### src/rtl/pong_vga_renderer.sv
// rtl/pong_vga_renderer.sv - VGA raster timing and paddle/ball renderer
//
// Generates VGA raster timing and draws two paddles and a ball on a flat
// background. Object positions are captured once per frame, at the last clock
// of the last visible line, so every visible frame is drawn from a single
// consistent set of positions and does not tear.
//
// Ports:
//   clk          in   pixel clock
//   rst          in   asynchronous reset, active low
//   paddle_1_pos in   left paddle top Y
//   paddle_2_pos in   right paddle top Y
//   ball_pos_x   in   ball left X
//   ball_pos_y   in   ball top Y
//   hsync        out  horizontal sync, active low
//   vsync        out  vertical sync, active low
//   de           out  high while the registered pixel is in the visible area
//   rgb          out  {r[3:0],g[3:0],b[3:0]}
//   frame_start  out  one-clock pulse in the clock after positions are captured
module pong_vga_renderer #(
  parameter int          H_ACTIVE       = 640,
  parameter int          H_FRONT        = 16,
  parameter int          H_SYNC         = 96,
  parameter int          H_BACK         = 48,
  parameter int          V_ACTIVE       = 480,
  parameter int          V_FRONT        = 10,
  parameter int          V_SYNC         = 2,
  parameter int          V_BACK         = 33,
  parameter int          PADDLE_1_X     = 16,
  parameter int          PADDLE_2_X     = 616,
  parameter int          PADDLE_WIDTH   = 8,
  parameter int          PADDLE_HEIGHT  = 64,
  parameter int          BALL_SIDE_SIZE = 8,
  parameter logic [11:0] FG_COLOR       = 12'hFFF,
  parameter logic [11:0] BG_COLOR       = 12'h000,
  localparam int         HW             = $clog2(H_ACTIVE + 1),
  localparam int         VW             = $clog2(V_ACTIVE + 1)
) (
  input  logic        clk,
  input  logic        rst,
  input  logic [VW:0] paddle_1_pos,
  input  logic [VW:0] paddle_2_pos,
  input  logic [HW:0] ball_pos_x,
  input  logic [VW:0] ball_pos_y,
  output logic        hsync,
  output logic        vsync,
  output logic        de,
  output logic [11:0] rgb,
  output logic        frame_start
);

  localparam int H_TOTAL = H_ACTIVE + H_FRONT + H_SYNC + H_BACK;
  localparam int V_TOTAL = V_ACTIVE + V_FRONT + V_SYNC + V_BACK;
  localparam int HCW     = $clog2(H_TOTAL);
  localparam int VCW     = $clog2(V_TOTAL);
  // Hit-test arithmetic is one bit wider than the positions so that
  // position + size never wraps back into the visible area.
  localparam int XW      = HW + 2;
  localparam int YW      = VW + 2;

  logic [HCW-1:0] h_cnt_q, h_cnt_d;
  logic [VCW-1:0] v_cnt_q, v_cnt_d;
  logic [VW:0]    p1_q, p1_d, p2_q, p2_d, by_q, by_d;
  logic [HW:0]    bx_q, bx_d;
  logic           hsync_q, hsync_d, vsync_q, vsync_d, de_q, de_d, fs_q, fs_d;
  logic [11:0]    rgb_q, rgb_d;

  logic           h_last, v_last, visible, sample_pt;
  logic [XW-1:0]  x, bx_lo, bx_hi;
  logic [YW-1:0]  y, p1_lo, p1_hi, p2_lo, p2_hi, by_lo, by_hi;
  logic           hit_p1, hit_p2, hit_ball;

  always_comb begin
    h_last    = (h_cnt_q == HCW'(H_TOTAL - 1));
    v_last    = (v_cnt_q == VCW'(V_TOTAL - 1));
    visible   = (h_cnt_q < HCW'(H_ACTIVE)) && (v_cnt_q < VCW'(V_ACTIVE));
    sample_pt = h_last && (v_cnt_q == VCW'(V_ACTIVE - 1));

    h_cnt_d = h_last ? '0 : h_cnt_q + 1'b1;
    v_cnt_d = v_cnt_q;
    if (h_last) begin
      v_cnt_d = v_last ? '0 : v_cnt_q + 1'b1;
    end

    // Shadow registers: inputs are only looked at on the sampling clock.
    p1_d = sample_pt ? paddle_1_pos : p1_q;
    p2_d = sample_pt ? paddle_2_pos : p2_q;
    bx_d = sample_pt ? ball_pos_x   : bx_q;
    by_d = sample_pt ? ball_pos_y   : by_q;
    fs_d = sample_pt;

    x     = XW'(h_cnt_q);
    y     = YW'(v_cnt_q);
    p1_lo = YW'(p1_q);
    p1_hi = YW'(p1_q) + YW'(PADDLE_HEIGHT);
    p2_lo = YW'(p2_q);
    p2_hi = YW'(p2_q) + YW'(PADDLE_HEIGHT);
    bx_lo = XW'(bx_q);
    bx_hi = XW'(bx_q) + XW'(BALL_SIDE_SIZE);
    by_lo = YW'(by_q);
    by_hi = YW'(by_q) + YW'(BALL_SIDE_SIZE);

    hit_p1   = (x >= XW'(PADDLE_1_X)) && (x < XW'(PADDLE_1_X + PADDLE_WIDTH)) &&
               (y >= p1_lo) && (y < p1_hi);
    hit_p2   = (x >= XW'(PADDLE_2_X)) && (x < XW'(PADDLE_2_X + PADDLE_WIDTH)) &&
               (y >= p2_lo) && (y < p2_hi);
    hit_ball = (x >= bx_lo) && (x < bx_hi) && (y >= by_lo) && (y < by_hi);

    hsync_d = !((h_cnt_q >= HCW'(H_ACTIVE + H_FRONT)) &&
                (h_cnt_q <  HCW'(H_ACTIVE + H_FRONT + H_SYNC)));
    vsync_d = !((v_cnt_q >= VCW'(V_ACTIVE + V_FRONT)) &&
                (v_cnt_q <  VCW'(V_ACTIVE + V_FRONT + V_SYNC)));
    de_d    = visible;
    rgb_d   = 12'h000;
    if (visible) begin
      rgb_d = (hit_p1 || hit_p2 || hit_ball) ? FG_COLOR : BG_COLOR;
    end
  end

  always_ff @(posedge clk or negedge rst) begin
    if (!rst) begin
      h_cnt_q <= '0;
      v_cnt_q <= '0;
      p1_q    <= '0;
      p2_q    <= '0;
      bx_q    <= '0;
      by_q    <= '0;
      hsync_q <= 1'b1;
      vsync_q <= 1'b1;
      de_q    <= 1'b0;
      rgb_q   <= 12'h000;
      fs_q    <= 1'b0;
    end else begin
      h_cnt_q <= h_cnt_d;
      v_cnt_q <= v_cnt_d;
      p1_q    <= p1_d;
      p2_q    <= p2_d;
      bx_q    <= bx_d;
      by_q    <= by_d;
      hsync_q <= hsync_d;
      vsync_q <= vsync_d;
      de_q    <= de_d;
      rgb_q   <= rgb_d;
      fs_q    <= fs_d;
    end
  end

  assign hsync       = hsync_q;
  assign vsync       = vsync_q;
  assign de          = de_q;
  assign rgb         = rgb_q;
  assign frame_start = fs_q;

endmodule

### config.mk
export PLATFORM = sky130hd
export DESIGN_NAME = pong_vga_renderer
export DESIGN_NICKNAME = d
export VERILOG_FILES = /design/src/rtl/pong_vga_renderer.sv
export SDC_FILE = /design/constraint.sdc
export NUM_CORES = 1
export LEC_CHECK = 0
export ABC_CLOCK_PERIOD_IN_PS = 2700
export CAP_MARGIN = 10
export CORE_ASPECT_RATIO = 1.75
export CORE_MARGIN = 2
export CORE_UTILIZATION = 40
export CTS_CLUSTER_DIAMETER = 100
export DETAILED_ROUTE_END_ITERATION = 12
export PLACE_DENSITY = 0.7
export SETUP_SLACK_MARGIN = 0.1
export SKIP_LAST_GASP = 1
export SYNTH_ARGS = -nofsm -noshare
export SYNTH_HDL_FRONTEND = slang
export SYNTH_SLANG_ARGS = --single-unit
### constraint.sdc
create_clock -name clk -period 2.7 [get_ports clk]
set_clock_uncertainty 0.1 [all_clocks]
set_input_delay 0.27 -clock clk [delete_from_list [all_inputs] [get_ports clk]]
set_output_delay 0.27 -clock clk [all_outputs]
set_load 0.02 [all_outputs]
==> metrics.yaml, run 1 <==
floorplan:
  dieArea_um2: 12970
  die-height_um: 149.1
  initial_utilization: 0.4056
  placeableCoreArea_um2: 11870
  core.rowCount: 53
  ios: 59
  die_width_um: 86.94
pwr:
  cellLeakagePower_uw: 0.002895
  share_seq_of_total_power: 0.440
  power_per_cell_area_nw_per_um2: 411.2
  sw_frac_of_total: 0.2496
  internal_power_uw: 1792
  share_comb_of_total_power: 0.111
  clock_power_share: 0.448
  p_switching_uw: 596.2
  vdd_drop_max_mv: 0.3128
critical_path:
  critical_path.startpoint_type: "flop"
  endpoint_kind: "flop"
  cp_data_required_time_ns: 2.88
  timing.reg2reg.setup_slack_ns: 0.27
  rr_worst_depth: 9
  cp_max_fo: 6
  setup.worst_path.end: "rgb[10]"
  crit_start: "bx_q[3]"
  timing_worst_setup_path_type: "reg -> reg"
  critical_path.reg2reg.endpoint: "rgb[10]"
  worst-endpoint-arrival_ns: 2.61
  critical_path.reg2reg.startpoint: "bx_q[3]"
yosys:
  synth_seq_cells: 66
  synth_enable_flop_cells: 0
  synth.cell_area_um2: 4815
  postSynthAreaPerCell_um2: 10.60
  synth.largest_area_cell: "sky130_fd_sc_hd__dfrtp_1"
  yosys.cell_types.count: 58
  yosys_most_used_dff: "sky130_fd_sc_hd__dfrtp_1"
  post-synth-top-area-fraction: 0.3326
  post_synth_net_total: 567
  sequential_element_share_of_the_synthesized_area: 0.3436
  syn-instance-count: 454
  synth-warning-count: 0
  synth.area.top_cells: "sky130_fd_sc_hd__dfrtp_1, sky130_fd_sc_hd__ha_1, sky130_fd_sc_hd__mux2_4"
  synth_async_sr_flop_share: 1.000
cts:
  cts.clk_slew.worst_paths_ns: 0.06
  tritoncts_clock_tree: "built"
  ctsHoldBuffers: 0
  cts_htree_levels: 3
  max-clock-path-buffers: 2
  cts.root.buffer_cell: "sky130_fd_sc_hd__clkbuf_16"
  clock_sinks: 66
  clock_latency_on_the_worst_skew_pair_ns: 0.34
  number_of_buffers_created_by_cts: 9
routing:
  detail_route.vias_per_cell: 5.524
  wl_per_cell_um: 16.79
  detailroute.via_count: 3629
  firstDrtPassIters: 4
  postRouteAntennaNets: 0
  drc_errors: 0
  drc_marker_count_from_the_first_detailed_route_iteration: 137
  drt-total-wl_um: 11030
min_path:
  worst_hold_path_type: "in -> async"
sta:
  finalCriticalPeriod_ns: 2.427
  max-slew-margin-rel: 0.4339
  worst_pin_slew_ns: 0.8491
  hold_viol_final: 0
  setup_viol_count_final: 0
  post-route-period-util: 0.8989
  report.final.slew_viol_count: 0
  grt_setup_unrepaired: "no"
  timing.fmax_ghz: 0.4120
  finalSetupTns_ns: 0
global_route:
  antenna_found_initial: 0
  first_global_vias: 3947
  grt_overflow: 0
  grt_first_pass_wirelength_um: 18620
  track_usage: 0.1839
  grt_start_max_net_pins: 67
layout:
  final_antenna_diode_count: 0
  layout.core_utilization: 0.4894
  areaGrowthSynthToFinish_pct: 20.66
  drive_gt1_frac: 0.1596
  final_net_count: 628
place:
  routabilityCongestion: 0.9266
  port_buffers: 58
  place.detailed.hpwl_um: 8464
status:
  status: "complete, no violations"
run:
  maxCapViolCount: 0
## timing repair
| action | CTS | global route |
|---|---|---|
| setup endpoints to repair | 0 | 1 |
| buffers inserted | 0 | 0 |
| resized for setup | 0 | 5 |
## state kept, by name (all words and copies together), names as in the netlist
signal       cells
h_cnt_q         10
by_q            10
p1_q            10
hsync            1
frame_start      1
v_cnt_q         10
rgb              1
bx_q            11
p2_q            10
de               1
vsync            1
## power by group through the flow
stage / Clock (uW) / Sequential [uW] / Combinational [uW]
final: 1070 / 1050 / 266
after global routing: 1150 / 1060 / 301
after CTS: 1100 / 1050 / 269
after detailed placement: 0 / 1070 / 266
after global placement: 0 / 1070 / 257
after floorplan: 0 / 1060 / 147
## through the flow
| stage | power, uW | setup WS [ns] | instances | hold slack (ns) | cell area [um2] |
|---|---|---|---|---|---|
| global route | 2503 | 0.1142 | 657 | 0.09185 | 5809 |
| global placement | 1325 | 0.2134 | 641 | 0.3993 | 5527 |
| detailed placement | 1335 | 0.1416 | 641 | 0.3966 | 5527 |
| CTS | 2421 | 0.1469 | 657 | 0.06478 | 5798 |
| floorplan | 1206 | 0.5413 | 454 | -0.1256 | 4815 |
| finish | 2389 | 0.2729 | 657 | 0.01346 | 5809 |
## cell usage after synthesis (9+ instances only)
| master | count |
|---|---|
| sky130_fd_sc_hd__dfrtp_1 | 64 |
| sky130_fd_sc_hd__nand4_1 | 9 |
| sky130_fd_sc_hd__a21oi_1 | 17 |
| sky130_fd_sc_hd__xnor2_1 | 19 |
| sky130_fd_sc_hd__inv_1 | 51 |
| sky130_fd_sc_hd__o21ai_0 | 20 |
| sky130_fd_sc_hd__ha_1 | 70 |
| sky130_fd_sc_hd__nand3_1 | 27 |
| sky130_fd_sc_hd__mux2_4 | 39 |
| sky130_fd_sc_hd__buf_4 | 11 |
| sky130_fd_sc_hd__nand2_1 | 18 |
| sky130_fd_sc_hd__nor2_1 | 12 |
## logic make-up (layout without fill, tap and decap cells)
| kind of cell | after synthesis | in the layout | share of synthesized area |
|---|---|---|---|
| and+or+nand+nor | 105 | 105 | 0.1276 |
| buffers and inverters | 71 | 137 | 0.07094 |
| adders and majority gates | 70 | 70 | 0.1819 |
| xor gates and xnor gates | 25 | 25 | 0.04548 |
| muxes | 42 | 42 | 0.1284 |
| AOI/OAI and AO/OA | 75 | 75 | 0.1021 |
| DFF | 66 | 66 | 0.3436 |
## cell usage in the layout, fill, tap and decap left out, drive strengths merged, types with 4 or more instances in the layout
cell | Yosys | final
mux2 | 41 | 41
ha | 70 | 70
dfrtp | 64 | 64
o21a | 4 | 4
nand4 | 10 | 10
nor4 | 4 | 4
nand2b | 7 | 7
a21oi | 17 | 17
buf | 18 | 13
xor2 | 6 | 6
inv | 51 | 51
xnor2 | 19 | 19
nor2 | 13 | 13
clkdlybuf4s50 | 0 | 57
o21ai | 20 | 20
nand3 | 27 | 27
a21o | 4 | 4
clkbuf | 2 | 9
nor3 | 5 | 5
and4 | 4 | 4
clkinv | 0 | 4
nand2 | 19 | 19
and3 | 4 | 4
a211oi | 5 | 5
## routing by layer
| metal | wire length, um | GRT usage |
|---|---|---|
| met2 | 6072 | 0.3355 |
| met4 | 398 | 0.09375 |
| met1 | 4160 | 0.1938 |
| met5 | 0 | 0 |
| met3 | 402 | 0.03708 |
## how the worst min path moves through the flow
stage	startpoint	end	slack (ns)	cells past startpoint
after CTS	rst	bx_q[0]	0.06	2
after global placement	p1_q[1]	p1_q[1]	0.40	1
after detailed placement	bx_q[2]	bx_q[2]	0.40	1
after global routing	rst	bx_q[0]	0.09	2
after floorplan	rst	bx_q[0]	-0.13	0
final	rst	bx_q[0]	0.01	2
## worst max-delay path: stages, from the launching register on
cell	delay (ns)
sky130_fd_sc_hd__dfrtp_2	0.44
sky130_fd_sc_hd__nand3_1	0.14
sky130_fd_sc_hd__xnor2_1	0.16
sky130_fd_sc_hd__ha_1	0.31
sky130_fd_sc_hd__a21oi_1	0.17
sky130_fd_sc_hd__a21boi_0	0.12
sky130_fd_sc_hd__a2111oi_2	0.34
sky130_fd_sc_hd__o21ai_0	0.13
sky130_fd_sc_hd__a32oi_1	0.27
sky130_fd_sc_hd__a311o_1	0.19
## final cells by class
| cell class | count | area, um2 |
|---|---|---|
| fill | 1068 | 6061 |
| clock inverter | 7 | 46.29 |
| sequential | 66 | 1657 |
| clock buffer | 9 | 225.2 |
| multi-input combinational | 317 | 2828 |
| tap | 137 | 171.4 |
| inverter | 51 | 191.4 |
| timing repair buffer | 70 | 690.7 |
No activity file was read; power rests on OpenSTA's default activity.
==> run 2: changes to the inputs <==
Settings changed: PLACE_DENSITY 0.7 to 0.73.
==> run 2 against run 1 <==
Compared with the run above: first-iteration DRC count is 7.3% higher; die area stayed put; register-to-register slack worse by 0.03 ns; critical path depth is 3 lower; setup slack worse by 0.034 ns; critical endpoint unchanged; highest routed layer unchanged; routed wire length is 2.1% higher; clock-buffer cell count is 1 higher; sequential power hardly changed; sequential share of layout area is 0.35 points lower; clock power is 21% higher; flip-flop and latch count stayed put; combinational power hardly changed; largest cell class unchanged.
==> metrics.yaml, run 2 (same netlist as run 1, synthesis figures left out) <==
status:
  status: "complete, no violations"
routing:
  detail_route.vias_per_cell: 5.517
  firstDrtPassIters: 4
  drc_errors: 0
  wl_per_cell_um: 17.09
  drt-total-wl_um: 11260
  detailroute.via_count: 3636
  postRouteAntennaNets: 0
  drc_marker_count_from_the_first_detailed_route_iteration: 147
place:
  detailed_place.area_um2: 5534
  place.detailed.hpwl_um: 8777
  port_buffers: 58
  routabilityCongestion: 0.8868
  placed_cells_incl_taps: 642
  worst_setup_slack_before_clock_tree_synthesis_ns: 0.2072
critical_path:
  critical_path.startpoint_type: "flop"
  cp_data_required_time_ns: 2.83
  cp_max_fo: 10
  endpoint_kind: "flop"
  worst-endpoint-arrival_ns: 2.59
  timing_worst_setup_path_type: "reg -> reg"
cts:
  cts.root.buffer_cell: "sky130_fd_sc_hd__clkbuf_16"
  clock_sinks: 66
  number_of_buffers_created_by_cts: 9
  cts.clk_slew.worst_paths_ns: 0.06
  cts_htree_levels: 3
  cts_setup_buffers: 0
  max-clock-path-buffers: 2
  clock_latency_on_the_worst_skew_pair_ns: 0.34
  tritoncts_clock_tree: "built"
sta:
  finalSetupTns_ns: 0
  max-slew-margin-rel: 0.5705
  setup_viol_count_final: 0
  grt_setup_unrepaired: "no"
  hold_viol_final: 0
  worst_pin_slew_ns: 0.6390
  timing.fmax_ghz: 0.4063
  post-route-period-util: 0.9115
  finalCriticalPeriod_ns: 2.461
  setup_ws_post_layout_ns: 0.2389
  report.final.slew_viol_count: 0
floorplan:
  die-height_um: 149.1
  die_width_um: 86.94
  ios: 59
  placeableCoreArea_um2: 11870
  initial_utilization: 0.4056
  dieArea_um2: 12970
  core.rowCount: 53
global_route:
  grt_start_max_net_pins: 25
  grt_first_pass_wirelength_um: 19140
  grt_overflow: 0
  first_global_vias: 3933
  antenna_found_initial: 0
  track_usage: 0.1905
layout:
  drive_gt1_frac: 0.1628
  final_net_count: 630
  largest_register_ffs: 11
  areaGrowthSynthToFinish_pct: 22.27
  layout_commonest_cell: "sky130_fd_sc_hd__ha_1"
  largest_register: "bx_q"
  layout.cells.most_common_list: "sky130_fd_sc_hd__ha_1, sky130_fd_sc_hd__dfrtp_1, sky130_fd_sc_hd__clkdlybuf4s50_1"
  final_antenna_diode_count: 0
  fill_cells: 1066
  post_layout_cell_count: 659
  postLayoutCellArea_um2: 5887
run:
  maxCapViolCount: 0
pwr:
  cellLeakagePower_uw: 0.002936
  vdd_drop_max_mv: 0.2975
  power_per_cell_area_nw_per_um2: 443.4
min_path:
  worst_hold_path_type: "in -> async"
==> run 2: cell type report <==
type | instances | area, um2 | share of cell area
Tap cell | 137 | 171.4 | 0.02912
Multi-Input combinational cell | 317 | 2829 | 0.4806
Inverter | 51 | 191.4 | 0.03252
Clock inverter | 6 | 90.09 | 0.01530
Timing Repair Buffer | 72 | 708.2 | 0.1203
Sequential cell | 66 | 1658 | 0.2816
Clock buffer | 10 | 239.0 | 0.04060
==> run 2: worst paths after layout <==
| kind | start | end | depth (start not counted) | slack (ns) |
|---|---|---|---|---|
| setup / recovery | v_cnt_q[7] | rgb[10] | 6 | 0.24 |
| hold / removal | rst | p2_q[7] | 2 | 0.35 |
| setup reg to reg | v_cnt_q[7] | rgb[10] | 6 | 0.24 |
| hold reg to reg | by_q[2] | by_q[2] | 1 | 0.41 |
| max in group asynchronous | rst | hsync | 3 | 1.38 |
| min in group clk | by_q[2] | by_q[2] | 1 | 0.41 |
==> run 2: repair_timing <==
item	4_1_cts	5_1_grt
endpoints found under the hold margin	19	0
setup endpoints to repair	0	1
resized for setup	0	6
hold buffers	1	0
==> run 2: report_power, final <==
part / internal, uW / leakage, uW / switching [uW]
Sequential: 1020 / 0.000798 / 30.8
Combinational: 156 / 0.00198 / 113
Clock: 834 / 0.000159 / 455
Total: 2010 / 0.00294 / 599
==> run 2: metal layers <==
metal  part of all wire  GRT usage  vias up
met5                  0          0        -
met4              0.030    0.08516        0
met2               0.57     0.3580       90
li1                   -          -     1741
met3              0.034    0.03874       25
met1               0.37     0.1961     1780
==> run 2: metrics by stage <==
stage	utilization	hold slack [ns]	power, uW
3_3_place_gp	0.4662	0.1838	1328
4_1_cts	0.4948	0.3847	2632
6_report	0.4959	0.3503	2610
2_1_floorplan	-	-0.1256	1206
5_1_grt	0.4959	0.4218	2716
3_5_place_dp	0.4662	0.1969	1338
==> run 2: worst max-delay path, cell delays in order, from the launching register on <==
cell	delay, ns
sky130_fd_sc_hd__dfrtp_1	0.63
sky130_fd_sc_hd__ha_1	0.35
sky130_fd_sc_hd__a2111oi_0	0.56
sky130_fd_sc_hd__o31ai_1	0.15
sky130_fd_sc_hd__o21ai_0	0.11
sky130_fd_sc_hd__a211oi_1	0.12
sky130_fd_sc_hd__a311o_1	0.32
